`src/rtl/common_pkg.sv`:
```
// Shared types for the data-memory path: identifies which requester owns an in-flight read.
package common_pkg;

   typedef enum logic [1:0] {
      NONE = 2'd0,
      CORE = 2'd1,
      LD   = 2'd2
   } dmem_owner_t;

endpackage

```
`src/rtl/dmem_arbiter.sv`:
```
// Two-way data-memory arbiter (core vs loader) with starvation guard; grant is same-cycle, read data returns one cycle later.
// Denied requesters see core_stall / !ld_gnt and must hold their request; nothing is queued here.
module dmem_arbiter
   import common_pkg::*;
#(
   parameter int ADDR_W     = 32,
   parameter int STARVE_MAX = 4
) (
   input  logic              clk,
   input  logic              rst,
   input  logic              core_req,
   input  logic              core_we,
   input  logic [ADDR_W-1:0] core_addr,
   input  logic [31:0]       core_wdata,
   output logic              core_stall,
   output logic [31:0]       core_rdata,
   output logic              core_rvalid,
   input  logic              ld_req,
   input  logic              ld_we,
   input  logic [ADDR_W-1:0] ld_addr,
   input  logic [31:0]       ld_wdata,
   output logic              ld_gnt,
   output logic [31:0]       ld_rdata,
   output logic              ld_rvalid,
   output logic [ADDR_W-1:0] mem_addr,
   output logic              mem_we,
   output logic [31:0]       mem_wdata,
   input  logic [31:0]       mem_rdata
);

   localparam int CNT_W = (STARVE_MAX < 1) ? 1 : $clog2(STARVE_MAX + 1);

   logic [CNT_W-1:0]  ld_wait_cnt;
   logic              starve;
   logic              core_gnt;
   dmem_owner_t       rd_owner;
   dmem_owner_t       rd_owner_nxt;
   logic [ADDR_W-1:0] addr_q;
   logic [31:0]       wdata_q;
   logic [31:0]       core_rdata_q;
   logic [31:0]       ld_rdata_q;

   // Grant and memory drive; nothing is granted while reset is held.
   always_comb begin
      starve       = (ld_wait_cnt == CNT_W'(STARVE_MAX));
      core_gnt     = 1'b0;
      ld_gnt       = 1'b0;
      mem_addr     = addr_q;
      mem_wdata    = wdata_q;
      mem_we       = 1'b0;
      rd_owner_nxt = NONE;
      if (!rst) begin
         core_gnt = core_req && !(ld_req && starve);
         ld_gnt   = ld_req && !core_gnt;
      end
      if (core_gnt) begin
         mem_addr  = core_addr;
         mem_wdata = core_wdata;
         mem_we    = core_we;
         if (!core_we) rd_owner_nxt = CORE;
      end else if (ld_gnt) begin
         mem_addr  = ld_addr;
         mem_wdata = ld_wdata;
         mem_we    = ld_we;
         if (!ld_we) rd_owner_nxt = LD;
      end
   end

   always_ff @(posedge clk or posedge rst) begin
      if (rst) begin
         rd_owner     <= NONE;
         ld_wait_cnt  <= '0;
         addr_q       <= '0;
         wdata_q      <= '0;
         core_rdata_q <= '0;
         ld_rdata_q   <= '0;
      end else begin
         rd_owner <= rd_owner_nxt;
         if (core_gnt || ld_gnt) begin
            addr_q  <= mem_addr;
            wdata_q <= mem_wdata;
         end
         if (ld_req && !ld_gnt) begin
            if (!starve) ld_wait_cnt <= ld_wait_cnt + 1'b1;
         end else begin
            ld_wait_cnt <= '0;
         end
         // Keep the returned word so a non-owner's rdata stays put.
         if (rd_owner == CORE) core_rdata_q <= mem_rdata;
         if (rd_owner == LD)   ld_rdata_q   <= mem_rdata;
      end
   end

   assign core_stall  = core_req && !core_gnt;
   assign core_rvalid = (rd_owner == CORE);
   assign ld_rvalid   = (rd_owner == LD);
   assign core_rdata  = core_rvalid ? mem_rdata : core_rdata_q;
   assign ld_rdata    = ld_rvalid   ? mem_rdata : ld_rdata_q;

endmodule

```
`config.mk`:
```
export PLATFORM = sky130hd
export DESIGN_NAME = dmem_arbiter
export DESIGN_NICKNAME = d
export VERILOG_FILES = /design/src/rtl/common_pkg.sv /design/src/rtl/dmem_arbiter.sv
export SDC_FILE = /design/constraint.sdc
export NUM_CORES = 1
export LEC_CHECK = 0
export BUFFER_PORTS_ARGS = -buffer_cell sky130_fd_sc_hd__buf_4
export CORE_UTILIZATION = 40
export DETAILED_ROUTE_END_ITERATION = 8
export PLACE_DENSITY = 0.71
export SLEW_MARGIN = 15
export SYNTH_ARGS = -nofsm -noshare
export SYNTH_HDL_FRONTEND = slang
export SYNTH_SLANG_ARGS = --single-unit
```
`constraint.sdc`:
```
create_clock -name clk -period 12.8 [get_ports clk]
set_clock_uncertainty 0.2 [all_clocks]
set_input_delay 0.64 -clock clk [delete_from_list [all_inputs] [get_ports clk]]
set_output_delay 0.64 -clock clk [all_outputs]
set_load 0.02 [all_outputs]
```
Word-level counts from Yosys, hierarchy flattened

Cells that the tools add are included.
W data, S select, Z words.

Add/sub/neg operators: 1
Eq/ne operators: 4
Mux-type cells: 16
Reductions and logical operators: 10

Operators by type and width:

| cell                  | count |
|---|---|
| $mux W32              | 6 |
| $mux W2               | 3 |
| $mux W3               | 2 |
| $logic_and A1 B1 Y1   | 5 |
| $mux W1               | 5 |
| $logic_not A1 Y1      | 4 |
| $add A3 B1 Y3 const B | 1 |
| $eq A3 B3 Y1 const B  | 1 |
| $eq A2 B1 Y1 const B  | 1 |
| $eq A2 B2 Y1 const B  | 1 |
| $ne A2 B2 Y1 const B  | 1 |
| $logic_or A1 B1 Y1    | 1 |

Register bits: 133
Bits of input ports: 166
Output and inout bits: 133
Logic and storage cells: 37

Longest topological paths before layout

Depth after elaboration: 10
Depth in mapped cells: 8
Depth with buffers taken out: 5

Worst setup path after synthesis

OpenSTA, ideal clock, no wires.

Path type: input port to output port
Start point: in rst
End point: out mem_addr[0]
Data arrival time: 4.525 ns
Required time: 11.960 ns
Setup slack: 7.435 ns
Cell stages on the path: 6
Path buffers: 3
Path through: inv_1 and3_1 buf_6 buf_6 buf_6 a221o_1

Longest elaborated chain between the ends: 3
Elaborated cells on any way between the ends: 4

RTL lines:

| item            | RTL line           | source |
|---|---|---|
| start, declared | dmem_arbiter.sv:10 | `input logic rst,` |
| $mux W1         | dmem_arbiter.sv:52 | `if (!rst) begin` |
| $mux W32        | dmem_arbiter.sv:61 | `end else if (ld_gnt) begin` |
| $mux W32 *      | dmem_arbiter.sv:56 | `if (core_gnt) begin` |
| end, declared   | dmem_arbiter.sv:25 | `output logic [ADDR_W-1:0] mem_addr,` |

Every way passes the cells marked *; elsewhere a longest branch is shown, timed or not.

Worst setup path in the final report

Start point: reg ld_wait_cnt[0]
End point: out mem_addr[27]

Longest elaborated chain between the ends: 9
Elaborated cells on any way between the ends: 10

RTL lines:

| item                   | RTL line           | source |
|---|---|---|
| start, declared        | dmem_arbiter.sv:33 | `logic [CNT_W-1:0] ld_wait_cnt;` |
| start signal, assigned | dmem_arbiter.sv:84 | `if (!starve) ld_wait_cnt <= ld_wait_cnt + 1'b1;` |
| $eq A3 B3 Y1 *         | dmem_arbiter.sv:45 | `starve = (ld_wait_cnt == CNT_W'(STARVE_MAX));` |
| $logic_and A1 B1 Y1 *  | dmem_arbiter.sv:53 | `core_gnt = core_req && !(ld_req && starve);` |
| $logic_not A1 Y1 *     | dmem_arbiter.sv:53 |  |
| $logic_and A1 B1 Y1 *  | dmem_arbiter.sv:53 |  |
| $logic_not A1 Y1       | dmem_arbiter.sv:54 | `ld_gnt = ld_req && !core_gnt;` |
| $logic_and A1 B1 Y1    | dmem_arbiter.sv:54 |  |
| $mux W1                | dmem_arbiter.sv:52 |  |
| $mux W32               | dmem_arbiter.sv:61 |  |
| $mux W32 *             | dmem_arbiter.sv:56 |  |

Marks and branches as above.

==> summary.txt <==
Clock tree
  • Setup Fix Bufs, Post-CTS: 0
  • CTS Buf Count: 17
  • Hold buffers post-CTS: 0
  • CTS resizes: 0
  • H-tree Lvls: 4
  • Root Driver: clkbuf_16
  • CTS tree: done
  • Clock Path Buffers: 2
  • Clock Latency Late Sink: 410 ps
  • Clock sink count: 133
  • Worst-path clk slew: 60 ps

Worst setup path
  • Worst Setup End Kind: output port
  • Cells on worst reg2reg path: 7
  • CP required: 11,960 ps
  • Arrival time at the worst endpoint: 3270 ps
  • CP Launch Point: ld_wait_cnt[0]
  • Critical Path Fanout Max: 79
  • R2r startpoint: ld_wait_cnt[0]
  • Reg-to-reg endpoint: addr_q[28]
  • Critical path launch point type: register
  • Crit path kind: register to output port
  • Reg2Reg Setup Slack: 9800 ps

Power
  • Pwr Total: 1490 uW
  • Max VDD drop: 0.0799 mV
  • Pleak: 0.00434 uW
  • PwrDens: 163 mW/mm2

Global route
  • Overflow after GRT: 0
  • Largest net degree at the start of global routing: 86
  • Vias in the first global route: 5,408
  • Total track usage: 23.0%
  • First-pass GRT wire length: 28,200 um
  • Initial antenna violation count: 0

Timing
  • Minimum clock period: 4110 ps
  • Final Hold Slack: 138 ps
  • Post-route setup TNS: 0 ps
  • Max-slew headroom: 44.6%
  • Worst-margin pin slew: 830 ps
  • Fin. Hold Viols: 0
  • Unrepaired setup endpoints after global routing: false
  • Final setup fails: 0
  • Fin crit share: 32.1%
  • Max Clock Freq: 243 MHz
  • Setup WS post-layout: 8690 ps
  • Slew Limit Fails: 0

Logic synthesis
  • Synthesized area per cell: 13.4 um2
  • Seq/Total Area, Yosys: 53.9%
  • Number of flops mapped to enable cells by yosys: 0
  • Cell Area, Synth: 0.00617 mm2
  • Most frequent cell after synthesis: dfrtp_1
  • Ys flop type: dfrtp_1
  • Ys Warns: 0
  • Post-synthesis async set-or-reset flop share: 100%
  • Synth top area share: 53.9%
  • Synthesis-stage register bit count: 133
  • Cell variety after synth: 23
  • Top cells by count, synth: dfrtp_1, a221o_1, and2_1
  • Top post-synthesis cells by area: dfrtp_1, a221o_1, mux2_2
  • Synth Net Count: 629
  • Synth Instances: 461
  • Area leader, netlist: dfrtp_1

Drt
  • # DRC: 0
  • Vias per cell: 5.63
  • Final wirelength: 18,000 um
  • Vias: 5,309
  • WL/cell: 19.0 um
  • Number of DRC markers in iteration 0: 345
  • Drt pass-1 iters: 4
  • Routed Antenna Nets: 0

Worst hold path
  • Worst hold path class: input port to asynchronous set/reset pin

Placement
  • DP Worst Slack: 8830 ps
  • Placed wire-length estimate: 13,100 um
  • Port bufs: 298
  • Placer Congestion: 0.937

Floorplan
  • Die Wd: 126 um
  • Initial core utilization: 40.8%
  • Core Area: 0.0151 mm2
  • DIE AREA: 0.0159 mm2
  • I/O pin total: 299
  • Row count: 45
  • Die height: 126 um

Final layout
  • Layout cell share with drive strength beyond 1: 53.6%
  • Layout Area Growth over Synthesis: 47.9%
  • Antenna Cells: 0
  • Final net count: 910

Outcome
  • Outcome: finished, final reports clean

Flow run
  • Max-cap viol count: 0
==> power by group <==
| part | switching, uW | internal, uW |
|---|---|---|
| logic | 232 | 214 |
| clock network | 185 | 348 |
| registers | 16.8 | 493 |
| total | 434 | 1050 |
==> cells by family after synthesis <==
kind of cell,share of synthesized area (%)
AO/OA/AOI/OAI,21.6
buffers and inverters,4.56
flip-flops,53.9
multiplexers,11.7
AND/OR/NAND/NOR,7.84
adder cells (fa/ha/maj),0.405
==> final cells by class <==
class,count,area [um2]
fill,1238,6010
sequential,133,3330
multi-input combinational,280,2590
timing repair buffer,305,2310
clock buffer,18,429
tap,188,235
clock inverter,14,221
inverter,5,21.3
==> metal layers <==
metal	vias to the layer above	global-route usage, %	part of all wire, %
met2	250	39.8	51
met3	25	6.92	8.0
li1	2393	-	-
met5	-	0	0
met4	0	8.29	1.9
met1	2641	26.9	39
==> worst max-delay path by stage <==
stage,endpoint,slack (ps),depth (start not counted)
finish,mem_addr[27],8690,8
global route,mem_wdata[19],8440,8
CTS,mem_wdata[4],8710,8
detailed placement,mem_wdata[4],8830,6
global placement,mem_wdata[8],8920,6
floorplan,mem_addr[0],7440,6
==> cells in the final DEF (no fill, tap or decap), types with 3 or more instances in the layout <==
master / instances
inv_1: 4
buf_4: 303
clkinvlp_4: 3
clkbuf_16: 17
a221o_1: 128
inv_6: 4
and2_1: 66
nor2b_1: 3
bufinv_16: 5
dfrtp_1: 133
mux2_2: 64
==> worst max-delay path: stages, from the launching register on <==
cell	delay [ps]
dfrtp_1	410
inv_1	70
ha_1	240
nand2_1	140
a21oi_4	340
buf_4	470
buf_4	690
a221o_1	280
buf_4	140
==> registers in the layout, indices dropped and copies added, names as in the netlist <==
| register | flops |
|---|---|
| rd_owner | 2 |
| ld_rdata_q | 32 |
| wdata_q | 32 |
| core_rdata_q | 32 |
| addr_q | 32 |
| ld_wait_cnt | 3 |
==> through the flow <==
stage | area, um2 | utilization [%] | instances
floorplan | 6170 | - | 461
global placement | 8460 | 55.8 | 910
detailed placement | 8460 | 55.8 | 910
CTS | 9110 | 60.1 | 942
global route | 9130 | 60.3 | 943
finish | 9130 | 60.3 | 943
No activity file was read; power rests on OpenSTA's default activity.
